`config.mk`:
```
export PLATFORM = sky130hd
export DESIGN_NAME = chess_board_renderer_flat
export DESIGN_NICKNAME = d
export VERILOG_FILES = /design/src/rtl/chess_board_renderer_pkg.sv /design/src/rtl/chess_board_renderer_if.sv /design/src/rtl/chess_board_renderer_sprite.sv /design/src/rtl/chess_board_renderer.sv /design/src/flat_wrapper.sv
export SDC_FILE = /design/constraint.sdc
export NUM_CORES = 1
export LEC_CHECK = 0
export ABC_AREA = 1
export ABC_CLOCK_PERIOD_IN_PS = 4900
export BUFFER_PORTS_ARGS = -buffer_cell sky130_fd_sc_hd__buf_2
export CAP_MARGIN = 0
export CORE_ASPECT_RATIO = 0.7
export CORE_MARGIN = 8
export CORE_UTILIZATION = 45
export CTS_BUF_LIST = sky130_fd_sc_hd__clkbuf_2 sky130_fd_sc_hd__clkbuf_4 sky130_fd_sc_hd__clkbuf_8
export CTS_CLUSTER_DIAMETER = 50
export DETAILED_ROUTE_END_ITERATION = 8
export GPL_TIMING_DRIVEN = 0
export PLACE_DENSITY = 0.7
export SYNTH_ARGS = -nofsm -noshare
export SYNTH_HDL_FRONTEND = slang
export SYNTH_SLANG_ARGS = --single-unit
```
`constraint.sdc`:
```
create_clock -name clock -period 4.9 [get_ports clock]
set_input_delay 0.98 -clock clock [delete_from_list [all_inputs] [get_ports clock]]
set_output_delay 0.98 -clock clock [all_outputs]
set_load 0.03 [all_outputs]
```
`src/rtl/chess_board_renderer_pkg.sv`:
```
// Shared definitions for the chess board renderer: chessman codes, layout
// byte bit positions, RGB565 palette and the frame FSM state encoding.
package chess_render_pkg;

   typedef enum logic [2:0] {
      EMPTY  = 3'd0,
      PAWN   = 3'd1,
      KNIGHT = 3'd2,
      ROOK   = 3'd3,
      BISHOP = 3'd4,
      QUEEN  = 3'd5,
      KING   = 3'd6
   } chessman_t;

   localparam int WHITE_BIT   = 3;
   localparam int CURSOR_BIT  = 4;
   localparam int LOCK_BIT    = 5;
   localparam int LOCKCUR_BIT = 6;

   localparam logic [15:0] SQ_LIGHT      = 16'hEF5B;
   localparam logic [15:0] SQ_DARK       = 16'hA44A;
   localparam logic [15:0] PIECE_WHITE   = 16'hFFFF;
   localparam logic [15:0] PIECE_BLACK   = 16'h0000;
   localparam logic [15:0] COL_CURSOR    = 16'h07E0;
   localparam logic [15:0] COL_LOCK      = 16'h001F;
   localparam logic [15:0] COL_LOCKCUR   = 16'hFFE0;
   localparam logic [15:0] COL_WIN_WHITE = 16'hF800;
   localparam logic [15:0] COL_WIN_BLACK = 16'h8010;

   typedef enum logic [1:0] {
      IDLE   = 2'd0,
      SNAP   = 2'd1,
      BOARD  = 2'd2,
      STATUS = 2'd3
   } state_t;

endpackage

```
`src/rtl/chess_board_renderer_if.sv`:
```
// Pixel stream interface between the renderer and the display driver.
//   PixelValid / PixelReady : valid/ready handshake, one pixel per accept
//   PixelX, PixelY          : raster coordinate of the pixel on offer
//   PixelData               : RGB565 colour
// master = renderer (pixel source), slave = display driver (pixel sink).
interface chess_board_renderer_if;
   logic        PixelValid;
   logic        PixelReady;
   logic [8:0]  PixelX;
   logic [8:0]  PixelY;
   logic [15:0] PixelData;

   modport master (
      output PixelValid,
      output PixelX,
      output PixelY,
      output PixelData,
      input  PixelReady
   );

   modport slave (
      input  PixelValid,
      input  PixelX,
      input  PixelY,
      input  PixelData,
      output PixelReady
   );
endinterface

```
`src/rtl/chess_board_renderer_sprite.sv`:
```
// Combinational 8x8 one-bit glyph ROM for chessman codes 1..6.
//   sprite_addr : {chessman[2:0], gy[2:0], gx[2:0]}
//   sprite_bit  : 1 where the glyph is drawn; always 0 for codes 0 and 7
// Each glyph is 8 rows of 8 bits, top row in the most significant byte and
// the leftmost pixel in the most significant bit of each row.
module chessman_sprite_rom
   import chess_render_pkg::*;
(
   input  logic [8:0] sprite_addr,
   output logic       sprite_bit
);

   localparam logic [63:0] GLYPH_PAWN   = 64'h0000_183C_3C18_3C7E;
   localparam logic [63:0] GLYPH_KNIGHT = 64'h001C_3E6E_0E1E_3E7E;
   localparam logic [63:0] GLYPH_ROOK   = 64'h005A_7E3C_3C3C_7E7E;
   localparam logic [63:0] GLYPH_BISHOP = 64'h0018_343C_3C18_3C7E;
   localparam logic [63:0] GLYPH_QUEEN  = 64'h005A_5A7E_3C3C_7E7E;
   localparam logic [63:0] GLYPH_KING   = 64'h187E_183C_7E3C_7EFF;

   logic [2:0]  man;
   logic [2:0]  gy;
   logic [2:0]  gx;
   logic [63:0] glyph;
   logic [7:0]  row_bits;

   assign man = sprite_addr[8:6];
   assign gy  = sprite_addr[5:3];
   assign gx  = sprite_addr[2:0];

   always_comb begin
      glyph = 64'h0;
      case (man)
         PAWN:    glyph = GLYPH_PAWN;
         KNIGHT:  glyph = GLYPH_KNIGHT;
         ROOK:    glyph = GLYPH_ROOK;
         BISHOP:  glyph = GLYPH_BISHOP;
         QUEEN:   glyph = GLYPH_QUEEN;
         KING:    glyph = GLYPH_KING;
         default: glyph = 64'h0;
      endcase
   end

   // Row gy sits (7-gy) bytes up from the LSB; ~gy is 7-gy for 3 bits.
   assign row_bits   = glyph[{~gy, 3'b000} +: 8];
   assign sprite_bit = row_bits[~gx];

endmodule

```
`src/rtl/chess_board_renderer.sv`:
```
// Chess board renderer: snapshots the 64-square layout plus Player and
// Checkmate at the start of each frame, then streams the 8x8 board followed
// by a single-colour status strip as RGB565 pixels, one per handshake.
//   clock, reset  : clock, asynchronous active-low reset
//   Layout        : 64 squares x 8 bits, square i = row*8+col at [i*8 +: 8]
//   Player        : 1 = white to move (status colour when not game over)
//   Checkmate     : [0] game over, [1] winning player
//   FrameStart    : frame request, sampled only while idle
//   pix           : pixel stream (master side)
//   FrameBusy     : high from the snapshot cycle until the last acceptance
//   FrameDone     : one-cycle pulse after the last pixel is accepted
module chess_board_renderer
   import chess_render_pkg::*;
#(
   parameter int CHESS_SQUARES = 64,
   parameter int SQUARE_WIDTH  = 8,
   parameter int MATRIX_WIDTH  = CHESS_SQUARES * SQUARE_WIDTH,
   parameter int SQUARE_SHIFT  = 5,
   parameter int STATUS_ROWS   = 16
) (
   input  logic                    clock,
   input  logic                    reset,
   input  logic [MATRIX_WIDTH-1:0] Layout,
   input  logic                    Player,
   input  logic [1:0]              Checkmate,
   input  logic                    FrameStart,
   chess_board_renderer_if.master  pix,
   output logic                    FrameBusy,
   output logic                    FrameDone
);

   localparam int         BOARD_PX  = 8 << SQUARE_SHIFT;
   localparam logic [8:0] LAST_X    = 9'(BOARD_PX - 1);
   localparam logic [8:0] LAST_Y    = 9'(BOARD_PX + STATUS_ROWS - 1);
   localparam logic [8:0] STATUS_Y0 = 9'(BOARD_PX);

   state_t                  state;
   logic [MATRIX_WIDTH-1:0] snap_layout;
   logic                    snap_player;
   logic [1:0]              snap_cm;
   logic                    valid;
   logic [8:0]              x;
   logic [8:0]              y;
   logic [15:0]             data;

   logic                    accept;
   logic                    last_pix;
   logic                    in_snap;
   logic [MATRIX_WIDTH-1:0] src_layout;
   logic                    src_player;
   logic [1:0]              src_cm;
   logic [8:0]              nx;
   logic [8:0]              ny;
   logic [2:0]              col;
   logic [2:0]              row;
   logic [2:0]              gx;
   logic [2:0]              gy;
   logic [8:0]              sq_base;
   logic [SQUARE_WIDTH-1:0] sq_byte;
   logic                    glyph_on;
   logic [15:0]             next_colour;
   logic                    unused_sq_bit;

   function automatic logic [15:0] square_colour(
      input logic [SQUARE_WIDTH-1:0] sq,
      input logic                    glyph,
      input logic                    dark
   );
      if (glyph)                 return sq[WHITE_BIT] ? PIECE_WHITE : PIECE_BLACK;
      else if (sq[LOCKCUR_BIT])  return COL_LOCKCUR;
      else if (sq[LOCK_BIT])     return COL_LOCK;
      else if (sq[CURSOR_BIT])   return COL_CURSOR;
      else                       return dark ? SQ_DARK : SQ_LIGHT;
   endfunction

   function automatic logic [15:0] status_colour(
      input logic       player,
      input logic [1:0] cm
   );
      if (cm[0]) return cm[1] ? COL_WIN_WHITE : COL_WIN_BLACK;
      else       return player ? PIECE_WHITE : PIECE_BLACK;
   endfunction

   assign accept   = valid & pix.PixelReady;
   assign last_pix = (x == LAST_X) && (y == LAST_Y);
   assign in_snap  = (state == SNAP);

   // The first pixel is coloured in the same cycle the snapshot is taken,
   // so it reads the live inputs; every later pixel reads the snapshot.
   assign src_layout = in_snap ? Layout    : snap_layout;
   assign src_player = in_snap ? Player    : snap_player;
   assign src_cm     = in_snap ? Checkmate : snap_cm;

   always_comb begin
      nx = 9'd0;
      ny = 9'd0;
      if (!in_snap) begin
         if (x == LAST_X) begin
            nx = 9'd0;
            ny = y + 9'd1;
         end else begin
            nx = x + 9'd1;
            ny = y;
         end
      end
   end

   // Colour is computed for the coordinate about to be registered, so data
   // and X/Y leave the same flops together.
   assign col     = nx[SQUARE_SHIFT +: 3];
   assign row     = ny[SQUARE_SHIFT +: 3];
   assign gx      = nx[SQUARE_SHIFT-1 -: 3];
   assign gy      = ny[SQUARE_SHIFT-1 -: 3];
   assign sq_base = {row, col, 3'b000};
   assign sq_byte = src_layout[sq_base +: SQUARE_WIDTH];

   // Bit 7 of each square is reserved and not rendered.
   assign unused_sq_bit = sq_byte[SQUARE_WIDTH-1];

   chessman_sprite_rom u_sprite (
      .sprite_addr ({sq_byte[2:0], gy, gx}),
      .sprite_bit  (glyph_on)
   );

   assign next_colour = (ny >= STATUS_Y0) ? status_colour(src_player, src_cm)
                                          : square_colour(sq_byte, glyph_on, row[0] ^ col[0]);

   always_ff @(posedge clock or negedge reset) begin
      if (!reset) begin
         state       <= IDLE;
         snap_layout <= '0;
         snap_player <= 1'b0;
         snap_cm     <= 2'b00;
         valid       <= 1'b0;
         x           <= 9'd0;
         y           <= 9'd0;
         data        <= 16'h0;
         FrameBusy   <= 1'b0;
         FrameDone   <= 1'b0;
      end else begin
         FrameDone <= 1'b0;
         case (state)
            IDLE: begin
               if (FrameStart) begin
                  state     <= SNAP;
                  FrameBusy <= 1'b1;
               end
            end
            SNAP: begin
               snap_layout <= Layout;
               snap_player <= Player;
               snap_cm     <= Checkmate;
               valid       <= 1'b1;
               x           <= 9'd0;
               y           <= 9'd0;
               data        <= next_colour;
               state       <= BOARD;
            end
            BOARD, STATUS: begin
               if (accept) begin
                  if (last_pix) begin
                     valid     <= 1'b0;
                     FrameDone <= 1'b1;
                     FrameBusy <= 1'b0;
                     state     <= IDLE;
                  end else begin
                     x     <= nx;
                     y     <= ny;
                     data  <= next_colour;
                     state <= (ny >= STATUS_Y0) ? STATUS : BOARD;
                  end
               end
            end
            default: state <= IDLE;
         endcase
      end
   end

   assign pix.PixelValid = valid;
   assign pix.PixelX     = x;
   assign pix.PixelY     = y;
   assign pix.PixelData  = data;

endmodule

```
`src/flat_wrapper.sv`:
```
// flat-port wrapper written by rule: the top's interface ports become plain ports
module chess_board_renderer_flat import chess_render_pkg::*;
#(
   parameter int CHESS_SQUARES = 64,
   parameter int SQUARE_WIDTH  = 8,
   parameter int MATRIX_WIDTH  = CHESS_SQUARES * SQUARE_WIDTH,
   parameter int SQUARE_SHIFT  = 5,
   parameter int STATUS_ROWS   = 16
)
  (clock, reset, Layout, Player, Checkmate, FrameStart, FrameBusy, FrameDone, pix_PixelValid, pix_PixelX, pix_PixelY, pix_PixelData, pix_PixelReady);
  chess_board_renderer_if pix_i ();
  input  logic clock;
  input  logic reset;
  input  logic [MATRIX_WIDTH-1:0] Layout;
  input  logic Player;
  input  logic [1:0] Checkmate;
  input  logic FrameStart;
  output logic FrameBusy;
  output logic FrameDone;
  output wire logic [$bits(pix_i.PixelValid)-1:0] pix_PixelValid;
  output wire logic [$bits(pix_i.PixelX)-1:0] pix_PixelX;
  output wire logic [$bits(pix_i.PixelY)-1:0] pix_PixelY;
  output wire logic [$bits(pix_i.PixelData)-1:0] pix_PixelData;
  input wire logic [$bits(pix_i.PixelReady)-1:0] pix_PixelReady;
  assign pix_PixelValid = pix_i.PixelValid;
  assign pix_PixelX = pix_i.PixelX;
  assign pix_PixelY = pix_i.PixelY;
  assign pix_PixelData = pix_i.PixelData;
  assign pix_i.PixelReady = pix_PixelReady;
  chess_board_renderer #(.CHESS_SQUARES(CHESS_SQUARES), .SQUARE_WIDTH(SQUARE_WIDTH), .MATRIX_WIDTH(MATRIX_WIDTH), .SQUARE_SHIFT(SQUARE_SHIFT), .STATUS_ROWS(STATUS_ROWS)) u_core (.clock(clock), .reset(reset), .Layout(Layout), .Player(Player), .Checkmate(Checkmate), .FrameStart(FrameStart), .pix(pix_i), .FrameBusy(FrameBusy), .FrameDone(FrameDone));
endmodule
```
# Word-level counts from Yosys, hierarchy flattened
# Cells that the tools add are included.
[totals]
ff_bits = 554
out_inout_bits = 37
in_bits = 519
[classes]
muxes = 42
add_sub_neg = 2
eq_ne = 15
bitwise_logic = 4
shift = 2
magnitude_cmp = 2
n_reduce_logical = 9
[ops]
columns = ["op", "n"]
rows = [
  ["512-bit two-way mux", 1],
  ["512-bit by 10-bit variable part select with 7-bit output", 1],
  ["61-bit case mux with 6 select lines", 1],
  ["16-bit two-way mux", 10],
  ["9-bit two-way mux", 8],
  ["64-bit by 7-bit variable part select with 8-bit output", 1],
  ["9-bit case mux with 2 select lines", 2],
  ["16-bit case mux with 2 select lines", 1],
  ["15-bit two-way mux", 2],
  ["9-bit by 1-bit adder with 9-bit output, second input constant", 2],
  ["3-bit equality test, second input constant", 3],
  ["9-bit by 8-bit equality test with 1-bit output, second input constant", 1],
  ["9-bit equality test, second input constant", 1],
  ["9-bit greater-or-equal comparator, second input constant", 1],
  ["1-bit two-way mux", 9],
  ["2-bit two-way mux", 4],
  ["3-bit by 2-bit equality test with 1-bit output, second input constant", 2],
  ["3-bit inverter", 2],
  ["2-bit case mux with 3 select lines", 1],
  ["3-bit AND reduction", 2],
  ["2-bit equality test, second input constant", 2],
  ["3-bit by 4-bit < comparator with 1-bit output, second input constant", 1],
  ["2-bit by 1-bit inequality test with 1-bit output, second input constant", 2],
  ["2-bit inequality test, second input constant", 2],
  ["12 further kinds", 14],
]

# Longest topological paths before layout
# Gate-level depths: netlist of run 1.
[depth]
word_depth = 14
depth_mapped = 35
ltp_nobuf = 34

# By module
# From an unflattened synthesis of run 1, not the netlist that was laid out.
[hier_totals]
hier_cells = 3196
hier_area_um2 = 24773.8
[by_module_without_submodules]
columns = ["mod", "cells_per_inst", "area_per_inst_um2", "n_inst"]
rows = [
  ["chess_board_renderer", 3087, 24272.0, 1],
  ["chessman_sprite_rom", 109, 501.7, 1],
]

# Worst setup path before layout of run 1
# No wires, ideal clock.
[synth_timing]
path_kind = "reg2reg"
from = "reg u_core.x[0], in the netlist u_core.pix.PixelX[0]"
to = "reg u_core.data[7], in the netlist u_core.pix.PixelData[7]"
setup_ns = 0.118
stages_incl_launch_ff = 34
required_time_ns = 4.782
t_arrival_ns = 3.452
period_less_slack_ns = 3.569
setup_slack_ns = 1.331
path_buffers = 1
path_cell_list = "dfrtp_1 ha_1 nand2_2 nor2_4 nand3b_4 nor2_4 inv_2 nor2_4 nand2_2 nor2_2 nand2_2 nand2_2 inv_2 nor3_4 inv_2 buf_6 nand3_2 nand2_4 nand2_2 nand2_2 nand2_1 nand3_1 nor2_1 nand2_1 nand2_1 nand2_1 nand2_1 nand2_2 nand2_4 nand3_1 nand3_1 nand2_1 nand2_1 nand2_1"
[synth_between]
elab_chain_cells = 14
elab_cells_between_ends = 32
cone_classes = "add/sub (1); order compare (1); eq/ne (8); shift (2); mux (16); bitwise (2); reduce/logical (2)"
[synth_lines]
columns = ["item", "line_no", "text"]
rows = [
  ["start, declared", "chess_board_renderer.sv:42", "logic [8:0] x;"],
  ["start signal, assigned", "chess_board_renderer.sv:167", "x <= nx;"],
  ["9-bit by 1-bit adder with 9-bit output / 9-bit by 8-bit equality test with 1-bit output (equally long branches)", "chess_board_renderer.sv:102, chess_board_renderer.sv:85, chess_board_renderer.sv:98", ""],
  ["9-bit two-way mux", "chess_board_renderer.sv:98", "if (x == LAST_X) begin"],
  ["9-bit two-way mux", "chess_board_renderer.sv:97", "if (!in_snap) begin"],
  ["512-bit by 10-bit variable part select with 7-bit output", "chess_board_renderer.sv:115", "assign sq_byte = src_layout[sq_base +: SQUARE_WIDTH];"],
  ["3-bit equality test (tied with other cells)", "chess_board_renderer_sprite.sv:32", "case (man)"],
  ["61-bit case mux with 6 select lines", "chess_board_renderer_sprite.sv:32", ""],
  ["64-bit by 7-bit variable part select with 8-bit output", "chess_board_renderer_sprite.sv:44", "assign row_bits = glyph[{~gy, 3'b000} +: 8];"],
  ["1-bit binary-select mux with 3-bit select", "chess_board_renderer_sprite.sv:45", "assign sprite_bit = row_bits[~gx];"],
  ["1-bit two-way mux (implied by the code)", "chess_board_renderer_sprite.sv:45", ""],
  ["16-bit two-way mux", "chess_board_renderer.sv:69", "if (glyph) return sq[WHITE_BIT] ? PIECE_WHITE : PIECE_BLACK;"],
  ["16-bit two-way mux", "chess_board_renderer.sv:125", "assign next_colour = (ny >= STATUS_Y0) ? status_colour(src_player, src_cm)"],
  ["16-bit two-way mux", "chess_board_renderer.sv:161", "if (last_pix) begin"],
  ["16-bit two-way mux", "chess_board_renderer.sv:160", "if (accept) begin"],
  ["16-bit case mux with 2 select lines", "chess_board_renderer.sv:142", "case (state)"],
  ["end signal, assigned", "chess_board_renderer.sv:156", "data <= next_colour;"],
  ["end signal, assigned", "chess_board_renderer.sv:169", "data <= next_colour;"],
  ["end, declared", "chess_board_renderer.sv:44", "logic [15:0] data;"],
]
# Parallel ways exist; a longest one is shown, timed or not. The select of a mux whose other input is x is not followed.
# A chain may end at the register's enable or synchronous reset.

# Worst setup path in the final report of run 1
[layout_timing]
from = "reg u_core.x[0], in the netlist u_core.pix.PixelX[0]"
to = "reg u_core.data[0], in the netlist u_core.pix.PixelData[0]"
# The elaborated chain is that of the path after synthesis.

==> results of run 1 <==
==> area by class of cell <==
class,instances,area (um^2),share of cell area (%)
multi-input cells,2099,10200,34.2
plain buffers,202,998,3.35
inverters,339,1270,4.27
well taps,730,913,3.06
clock inverters,10,133,0.445
diodes,6,15.0,0.0504
repair buffers,495,2580,8.65
flip-flops and latches,485,12100,40.7
clock buffers,128,1560,5.22
==> synth_stat cells, drive strengths merged <==
library cell	instances
nor2	30
inv	338
buf	81
nor3b	1
a21boi	7
dfrtp	485
clkbuf	122
ha	2
o21ai	404
nand3	244
o22ai	10
o211ai	4
nand4	7
mux2i	32
clkinv	1
o31ai	18
nor3	9
xor2	7
a21oi	188
nand2	867
nand3b	2
or2	264
nor4	2
a31oi	1
==> registers in the layout, indices dropped and copies added, names as in the netlist <==
| name | count |
|---|---|
| u_core.snap_layout | 448 |
| u_core.pix.PixelData | 11 |
| u_core.pix.PixelX | 9 |
| u_core.pix.PixelY | 9 |
| u_core.snap_cm | 2 |
| u_core.state | 2 |
| u_core.FrameBusy | 1 |
| u_core.FrameDone | 1 |
| u_core.pix.PixelValid | 1 |
| u_core.snap_player | 1 |
==> stage by stage <==
| step | power, mW | std cells | instance area [um^2] | setup TNS (ns) |
|---|---|---|---|---|
| 6_report | 11.0 | 4494 | 29800 | 0 |
| 3_5_place_dp | 7.14 | 4351 | 28000 | -0.983 |
| 5_1_grt | 11.5 | 4490 | 29800 | 0 |
| 2_1_floorplan | 5.98 | 3126 | 24500 | 0 |
| 3_3_place_gp | 7.12 | 4347 | 27900 | -3458.02 |
| 4_1_cts | 11.0 | 4488 | 29700 | 0 |
==> critical path, delay by kind of cell, from the launching register on <==
kind,cells,cell delay [ns]
buffers and inverters,5,1.67
AND/OR/NAND/NOR,13,1.41
AO/OA/AOI/OAI,5,0.78
flip-flops,1,0.43
adder cells (fa/ha/maj),1,0.22
==> layer usage <==
layer  global-route usage, %  routed length [um]  part of all wire [%]  vias up
met5                       0                  41                 0.043        -
met2                    40.9               38700                    40     1292
met3                    9.23               10900                    11      174
li1                        -                   -                     -    11100
met4                    8.75                2680                   2.8        6
met1                    44.8               43900                    46    11500
==> final timing paths <==
kind	endpoint	slack, ns	cells after the start
worst min register to register	u_core.snap_layout[331]$_DFF_PN0_	0.47	2
min in group clock	u_core.snap_layout[331]$_DFF_PN0_	0.47	2
worst max-delay path	u_core.pix.PixelData[0]$_DFFE_PN0P_	0.24	24
worst max register to register	u_core.pix.PixelData[0]$_DFFE_PN0P_	0.24	24
worst min-delay path	u_core.snap_layout[454]$_DFF_PN0_	0.35	1
max in group asynchronous	u_core.snap_layout[128]$_DFF_PN0_	2.94	3
==> cell families after synthesis <==
kind of cell	Yosys count	share of synthesized area (%)
buffers and inverters	542	8.94
AND/OR/NAND/NOR	1426	26.6
adder cells (fa/ha/maj)	2	0.102
XOR/XNOR	7	0.250
multiplexers	32	1.31
flip-flops	485	49.5
AO/OA/AOI/OAI	632	13.3
==> layout by cell type (no fill, tap or decap), types with 6 or more instances in the layout <==
master	instances
a21boi_1	7
a21oi_1	186
buf_1	10
buf_2	526
buf_4	23
clkbuf_1	79
clkbuf_2	42
clkbuf_4	42
clkbuf_8	95
dfrtp_1	485
diode_2	6
inv_1	329
inv_2	9
mux2i_1	32
nand2_1	848
nand2_2	15
nand3_1	241
nand4_1	7
nor2_1	25
nor3_1	7
o21ai_0	398
o21ai_1	6
o22ai_1	10
o31ai_1	17
or2_2	262
xor2_1	7
==> power by group through the flow <==
stage / combinational (mW) / clock, mW / sequential, mW
6_report: 3.00 / 3.86 / 4.18
5_1_grt: 3.25 / 4.06 / 4.19
4_1_cts: 2.91 / 3.88 / 4.18
3_5_place_dp: 2.89 / 0 / 4.25
3_3_place_gp: 2.87 / 0 / 4.25
2_1_floorplan: 1.61 / 0 / 4.38
==> impl_metrics.json, run 1 <==
{
  "status": "complete, no violations",
  "htreeDepth": 3,
  "tightest_slew_ns": 0.924,
  "start_util_pct": 45.6,
  "power_frac_comb_pct": 27.1,
  "pwr-share-clk_pct": 35.0,
  "crit_arrival_ns": 5.24,
  "yosys-top-cells-area": "dfrtp_1 50%, nand2_1 13%, o21ai_0 8.1%",
  "die_w_um": 295,
  "ys_types": 41,
  "post_cts.repair.setup_buffers": 0,
  "drv_slew": 0,
  "place_ws_ns": -0.177,
  "path_cells": "ha_1 -> nand2_2 -> nor2_4 -> nand3_1 -> nand3_1 -> buf_2 -> buf_2 -> buf_2 -> clkbuf_2 -> a21oi_1 -> o21ai_0 -> a21oi_1 -> o31ai_1 -> o31ai_2 -> nand2_1 -> nand2_1 -> inv_1 -> nand2_1 -> nand2_1 -> nand3_1 -> nand3_1 -> nand2_1 -> nand2_1 -> nand2_1",
  "critPathKind": "reg -> reg",
  "nets": 4221,
  "ant_nets": 0,
  "dieHeight_um": 211,
  "max_cap_violations": 0,
  "tritoncts": "yes",
  "hold_class": "in -> async",
  "filler_cell_count": 5203,
  "totalWireLength_um": 96300,
  "drc": 0,
  "yosysWarnings": 0,
  "pwr-share-seq_pct": 37.9,
  "peakVddDrop_v": 0.000474,
  "fin_skew_ns": 0.0632,
  "rr_startpoint": "u_core.pix.PixelX[0]$_DFFE_PN0P_",
  "grt_pass1_wl_um": 143000,
  "drt-wirelength-per-cell_um": 21.4,
  "clk_pin_slew_ns": 0.06,
  "power_density_nw_per_um2": 370,
  "grt-ovfl-total": 0,
  "hold_viol": 0,
  "syn_area_um2": 24500,
  "fmax_mhz": 215,
  "utilization_pct": 55.5,
  "postCtsHoldBufs": 0,
  "ctsRootBufferMaster": "clkbuf_8",
  "grt_pass1_vias": 23600,
  "min_period_over_period_pct": 95.0,
  "maxSlewHeadroom_pct": 38.4,
  "hpwl_um": 72900,
  "cp_common_cell": "nand2_1",
  "synth.top_cell.area_share_pct": 49.5,
  "p_leak_nw": 18.2,
  "num_rows": 71,
  "power_switching_mw": 3.93,
  "yosys.area.top_type": "dfrtp_1",
  "intPower_mw": 7.10,
  "synth_cells": 3126,
  "drive_above_1_share_pct": 28.0,
  "vias_per_cell": 5.36,
  "cts_buffers": 78,
  "die-area_um2": 62300,
  "dr.pass1.iters": 6,
  "startpoint": "u_core.pix.PixelX[0]$_DFFE_PN0P_",
  "period_needed_ns": 4.66,
  "drtIter0Drc": 2467,
  "setup.worst_path.start_class": "register",
  "antenna_found_initial": 8,
  "fin_ws_ns": 0.243,
  "ys_seq_elements": 485,
  "num_vias": 24100,
  "ctsLongestPathBuffers": 3,
  "cp_slowest_stage_delay_ns": 0.43,
  "end_kind": "register",
  "track_usage_pct": 29.9,
  "syn_area_per_cell_um2": 7.84,
  "syn_to_final_growth_pct": 21.6,
  "switching_share_pct": 35.6,
  "slowest_stage": "dfrtp_1",
  "gp_congestion": 0.937,
  "ys_seq_area_share_pct": 49.5,
  "clk_latency_ns": 0.69,
  "holdWs_ns": 0.354,
  "grt_max_degree": 120,
  "port_buffers": 491,
  "cp_data_required_time_ns": 5.48,
  "coreArea_um2": 53700,
  "cts_resized": 8,
  "rsz0062_at_grt": "false",
  "num_io_pins": 556,
  "clock_sinks": 485,
  "syn_nets": 3647,
  "setup_viol": 0,
  "cp_max_fo": 10
}
No activity file was read; power rests on OpenSTA's default activity.
==> inputs of run 2 (changes only) <==
--- a/config.mk
+++ b/config.mk
@@ -6,7 +6,7 @@
 export NUM_CORES = 1
 export LEC_CHECK = 0
 export ABC_AREA = 1
-export ABC_CLOCK_PERIOD_IN_PS = 4900
+export ABC_CLOCK_PERIOD_IN_PS = 4120
 export BUFFER_PORTS_ARGS = -buffer_cell sky130_fd_sc_hd__buf_2
 export CAP_MARGIN = 0
 export CORE_ASPECT_RATIO = 0.7
@@ -16,7 +16,7 @@
 export CTS_CLUSTER_DIAMETER = 50
 export DETAILED_ROUTE_END_ITERATION = 8
 export GPL_TIMING_DRIVEN = 0
-export PLACE_DENSITY = 0.7
+export PLACE_DENSITY = 0.73
 export SYNTH_ARGS = -nofsm -noshare
 export SYNTH_HDL_FRONTEND = slang
 export SYNTH_SLANG_ARGS = --single-unit
==> constraint.sdc (replaced) <==
create_clock -name clock -period 4.12 [get_ports clock]
set_input_delay 0.824 -clock clock [delete_from_list [all_inputs] [get_ports clock]]
set_output_delay 0.824 -clock clock [all_outputs]
set_load 0.03 [all_outputs]
==> impl_metrics.json, run 2 (synthesis gave the netlist of run 1 again) <==
{
  "tritoncts": "yes",
  "dr.pass1.iters": 6,
  "tightest_slew_ns": 0.862,
  "vias_per_cell": 5.38,
  "filler_cell_count": 4954,
  "status": "complete, no violations",
  "power_density_nw_per_um2": 438,
  "syn_to_final_growth_pct": 26.5,
  "final_cell_mix": "819 x nand2_1, 514 x buf_2, 483 x dfrtp_1, 357 x o21ai_0, 328 x inv_1",
  "crit_arrival_ns": 4.56,
  "drive_above_1_share_pct": 32.8,
  "peakVddDrop_v": 0.000525,
  "maxSlewHeadroom_pct": 42.5,
  "port_buffers": 491,
  "cts_buffers": 79,
  "clk_pin_slew_ns": 0.07,
  "slowest_stage": "clkbuf_1",
  "clock_sinks": 485,
  "hpwl_um": 72300,
  "drc": 0,
  "track_usage_pct": 29.9,
  "ctsRootBufferMaster": "clkbuf_8",
  "hold_class": "in -> async",
  "setup_viol": 0,
  "rsz0062_at_grt": "true",
  "grt_pass1_vias": 23900,
  "pwr-share-clk_pct": 32.8,
  "power_switching_mw": 4.93,
  "dieHeight_um": 211,
  "cp_max_fo": 10,
  "finalNonFillerCells": 4515,
  "totalWireLength_um": 96900,
  "grt_pass1_wl_um": 143000,
  "pwr-share-seq_pct": 36.6,
  "setup.worst_path.start_class": "register",
  "coreArea_um2": 53700,
  "end_kind": "register",
  "start_util_pct": 45.6,
  "largest_reg_flops": 448,
  "nets": 4246,
  "clk_latency_ns": 0.66,
  "ant_nets": 0,
  "grt-ovfl-total": 0,
  "num_vias": 24300,
  "drtIter0Drc": 2558,
  "die-area_um2": 62300,
  "num_rows": 71,
  "final_common_cell": "nand2_1",
  "switching_share_pct": 36.3,
  "min_period_over_period_pct": 96.4,
  "gp_congestion": 0.948,
  "drt-wirelength-per-cell_um": 21.5,
  "path_cells": "buf_4 -> inv_2 -> nand2_4 -> buf_8 -> buf_6 -> buf_6 -> buf_4 -> clkbuf_1 -> nand2_1 -> nand2_1 -> o21ai_0 -> nand3_1 -> a21oi_1 -> o31ai_1 -> nand2_1 -> nand2_2 -> inv_1 -> o21ai_0 -> nand3_1 -> nand2_2 -> nand2_2 -> a21boi_2",
  "p_leak_nw": 18.8,
  "num_io_pins": 556,
  "antenna_found_initial": 7,
  "fmax_mhz": 252,
  "fin_skew_ns": 0.0260,
  "ctsLongestPathBuffers": 3,
  "max_cap_violations": 0,
  "largest_register": "u_core.snap_layout",
  "power_frac_comb_pct": 30.6,
  "grt_max_degree": 121,
  "cp_data_required_time_ns": 4.71,
  "cp_slowest_stage_delay_ns": 0.48,
  "drv_slew": 0,
  "critPathKind": "reg -> reg",
  "period_needed_ns": 3.97,
  "dpl.cell_count": 4351,
  "holdWs_ns": 0.109,
  "htreeDepth": 3,
  "die_w_um": 295,
  "intPower_mw": 8.65,
  "hold_viol": 0
}
-- run 2: changes by cell type in the layout (fill, tap and decap cells not counted), moves of 29 or more --
cell / before / now
clkbuf_1: 79 / 16
o21ai_1: 6 / 42
o21ai_0: 398 / 357
nand3_2: 2 / 34
nand2_1: 848 / 819
nand3_1: 241 / 199
-- run 2: layout make-up --
cell class,instances,area (um^2),share of cell area (%)
repair buffers,519,2800,9.03
diodes,4,10.0,0.0323
well taps,730,913,2.95
clock buffers,122,1500,4.85
plain buffers,202,1470,4.73
flip-flops and latches,485,12100,39.2
multi-input cells,2099,10800,34.7
inverters,339,1280,4.14
clock inverters,15,126,0.408
-- run 2: critical path, delay by kind of cell, from the launching register on --
kind | cells | cell delay (ns)
AOI/OAI and AO/OA | 5 | 0.82
buffers and inverters | 8 | 1.69
DFF | 1 | 0.32
and+or+nand+nor | 9 | 1.03
-- run 2: per-layer routing --
layer / GRT usage [%] / up-vias / routed length (um)
met4: 9.21 / 6 / 2900
li1: - / 11200 / -
met3: 8.13 / 210 / 10900
met1: 44.9 / 11600 / 43400
met5: 0 / - / 41
met2: 41.4 / 1323 / 39700
-- run 2: path summary, 6_finish.rpt --
| check | slack (ns) | startpoint | depth (start not counted) | endpoint |
|---|---|---|---|---|
| worst max-delay path | 0.15 | u_core.state[1]$_DFFE_PN0P_ | 22 | u_core.pix.PixelData[13]$_DFFE_PN0P_ |
| worst min-delay path | 0.11 | reset | 1 | u_core.snap_layout[454]$_DFF_PN0_ |
| worst max register to register | 0.15 | u_core.state[1]$_DFFE_PN0P_ | 22 | u_core.pix.PixelData[13]$_DFFE_PN0P_ |
| worst min register to register | 0.47 | u_core.snap_layout[171]$_DFF_PN0_ | 2 | u_core.snap_layout[171]$_DFF_PN0_ |
| max in group asynchronous | 2.36 | reset | 3 | u_core.pix.PixelX[0]$_DFFE_PN0P_ |
| min in group clock | 0.37 | Layout[350] | 3 | u_core.snap_layout[350]$_DFF_PN0_ |
-- run 2: repair_timing --
item	in CTS	in global routing
hold buffers	0	0
setup buffers	3	19
gates cloned	0	2
resized for setup	161	339
setup endpoints to repair	24	11
pin swaps	2	60
-- run 2: power groups by stage --
stage | clock network (mW) | logic [mW] | registers (mW)
after floorplan | 0 | 1.91 | 5.21
after global placement | 0 | 3.40 | 5.05
after detailed placement | 0 | 3.42 | 5.05
after CTS | 4.46 | 3.54 | 4.97
after global routing | 4.68 | 4.46 | 4.98
final | 4.45 | 4.16 | 4.97
-- run 2: stage by stage --
stage	instance area (um^2)	utilization [%]	total power [mW]	TNS, ns	setup slack (ns)
after floorplan	24500	-	7.12	0	0.551
after global routing	31000	57.7	14.1	-1.49	-0.167
after global placement	27900	51.9	8.45	-3745.80	-7.77
after detailed placement	28000	52.1	8.47	-11.26	-0.955
after CTS	30000	55.8	13.0	0	0.000597
final	31000	57.7	13.6	0	0.149
==> inputs of run 3 (changes only) <==
--- a/config.mk
+++ b/config.mk
@@ -16,7 +16,7 @@
 export CTS_CLUSTER_DIAMETER = 50
 export DETAILED_ROUTE_END_ITERATION = 8
 export GPL_TIMING_DRIVEN = 0
-export PLACE_DENSITY = 0.73
+export PLACE_DENSITY = 0.71
 export SYNTH_ARGS = -nofsm -noshare
 export SYNTH_HDL_FRONTEND = slang
 export SYNTH_SLANG_ARGS = --single-unit
==> impl_metrics.json, run 3 (synthesis gave the netlist of run 1 again) <==
{
  "pwr-share-clk_pct": 34.7,
  "period_needed_ns": 3.99,
  "largest_reg_flops": 448,
  "hpwl_um": 72900,
  "peakVddDrop_v": 0.000391,
  "place_ws_ns": -0.993,
  "place_area_um2": 28000,
  "grt_pass1_vias": 23800,
  "hold_viol": 0,
  "status": "complete, no violations",
  "fin_area_um2": 31100,
  "cp_slowest_stage_delay_ns": 0.39,
  "tightest_slew_ns": 0.860,
  "power_switching_mw": 4.90,
  "coreArea_um2": 53700,
  "ant_nets": 0,
  "rsz0062_at_grt": "true",
  "drtIter0Drc": 2740,
  "slowest_stage": "dfrtp_1",
  "clk_latency_ns": 0.68,
  "syn_to_final_growth_pct": 26.7,
  "gp_congestion": 0.943,
  "drt-wirelength-per-cell_um": 21.4,
  "drive_above_1_share_pct": 32.2,
  "cp_common_cell": "nand2_1",
  "num_vias": 24300,
  "cp_data_required_time_ns": 4.72,
  "p_leak_nw": 18.8,
  "ctsLongestPathBuffers": 3,
  "hold_class": "in -> async",
  "worst-r2r-setup-slack_ns": 0.13,
  "r2r-end": "u_core.pix.PixelData[15]$_DFFE_PN0P_",
  "htreeDepth": 3,
  "grt_max_degree": 114,
  "setup_viol": 0,
  "clock_sinks": 485,
  "critPathKind": "reg -> reg",
  "start_util_pct": 45.6,
  "num_rows": 71,
  "tritoncts": "yes",
  "largest_register": "u_core.snap_layout",
  "track_usage_pct": 29.9,
  "reg2regPathDepth": 23,
  "intPower_mw": 8.84,
  "setup.worst_path.start_class": "register",
  "ctsRootBufferMaster": "clkbuf_8",
  "final_cell_mix": "839 x nand2_1, 509 x buf_2, 483 x dfrtp_1, 333 x o21ai_0, 327 x inv_1",
  "fmax_mhz": 251,
  "pwr-share-seq_pct": 36.1,
  "power_density_nw_per_um2": 443,
  "grt-ovfl-total": 0,
  "dpl.cell_count": 4351,
  "cp_max_fo": 10,
  "end_kind": "register",
  "num_io_pins": 556,
  "final_common_cell": "nand2_1",
  "fin_ws_ns": 0.132,
  "path_cells": "ha_2 -> nand2_4 -> nor2_4 -> nand3_2 -> nand4_1 -> buf_4 -> buf_8 -> buf_12 -> buf_4 -> buf_6 -> clkbuf_8 -> o21ai_0 -> nand3_1 -> a21oi_1 -> o31ai_1 -> nand2_1 -> nand2_2 -> inv_1 -> o21ai_0 -> nand3_1 -> nand2_1 -> nand2_1 -> a21boi_1",
  "die_w_um": 295,
  "startpoint": "u_core.pix.PixelX[0]$_DFFE_PN0P_",
  "vias_per_cell": 5.37,
  "finalNonFillerCells": 4530,
  "totalWireLength_um": 97000,
  "dieHeight_um": 211,
  "drc": 0,
  "crit_arrival_ns": 4.59,
  "cts_buffers": 80,
  "die-area_um2": 62300,
  "min_period_over_period_pct": 96.8,
  "rr_startpoint": "u_core.pix.PixelX[0]$_DFFE_PN0P_",
  "power_frac_comb_pct": 29.1,
  "switching_share_pct": 35.7,
  "grt_pass1_wl_um": 143000,
  "port_buffers": 491,
  "dr.pass1.iters": 5,
  "maxSlewHeadroom_pct": 42.7,
  "antenna_found_initial": 8,
  "nets": 4252,
  "max_cap_violations": 0,
  "fin_skew_ns": 0.0254,
  "drv_slew": 0,
  "clk_pin_slew_ns": 0.07
}
run 3: cell count changes in the layout (fill, tap and decap cells not counted), moves of 5 or more:
cell	previous run	this run
nand3_1	199	220
buf_4	45	57
buf_2	514	509
nand3_4	11	3
clkbuf_2	62	52
clkbuf_8	97	109
nand2_1	819	839
nand2_2	31	16
nand3_2	34	21
o21ai_1	42	54
o21ai_0	357	333
o21ai_2	5	17
run 3: metrics by stage:
stage	total power [mW]	hold WS, ns	utilization, %	setup TNS, ns
finish	13.7	0.153	57.8	0
CTS	13.3	0.156	56.2	0
detailed placement	8.49	0.459	52.1	-10.70
global placement	8.47	0.453	51.9	-3762.65
global route	14.3	0.183	57.8	-0.189
floorplan	7.12	0.440	-	0
run 3: layout make-up:
cell class              count  area, um^2
multi-input cells        2099       10500
well taps                 730         913
repair buffers            526        2860
diodes                      4        10.0
clock buffers             132        1670
fillers                  4991       22700
flip-flops and latches    485       12100
inverters                 339        1280
plain buffers             200        1510
clock inverters            15         144
run 3: power by group through the flow:
stage	clock [mW]	sequential, mW	combinational, mW
2_1_floorplan	0	5.21	1.91
3_3_place_gp	0	5.05	3.42
5_1_grt	5.03	4.98	4.30
3_5_place_dp	0	5.05	3.44
6_report	4.78	4.97	4.00
4_1_cts	4.80	4.97	3.56
run 3: worst max-delay path, delay by kind of cell, from the launching register on:
family / cells / cell delay, ns
flops: 1 / 0.39
simple gates: 10 / 1.16
buf+inv: 7 / 1.28
fa+ha+maj: 1 / 0.24
compound gates: 5 / 0.85
run 3: worst max path at each step:
stage	endpoint	slack, ns	cells past startpoint
final	u_core.pix.PixelData[15]$_DFFE_PN0P_	0.13	23
after global routing	u_core.pix.PixelData[15]$_DFFE_PN0P_	-0.04	34
after CTS	u_core.pix.PixelData[0]$_DFFE_PN0P_	0.009	28
after detailed placement	u_core.pix.PixelData[0]$_DFFE_PN0P_	-0.99	25
after global placement	u_core.snap_layout[448]$_DFF_PN0_	-7.82	1
after floorplan	u_core.pix.PixelData[7]$_DFFE_PN0P_	0.55	33
run 3: timing repair:
action	4_1_cts	5_1_grt
gates resized for setup	161	350
gates cloned	0	2
setup endpoints to repair	23	11
buffers inserted	6	23
pin swaps	4	21
hold buffers	0	0
run 3: routing by layer:
layer	track usage [%]	wire length, um
met1	45.4	43900
met2	40.8	39500
met3	8.56	11000
met4	8.48	2490
met5	0	69
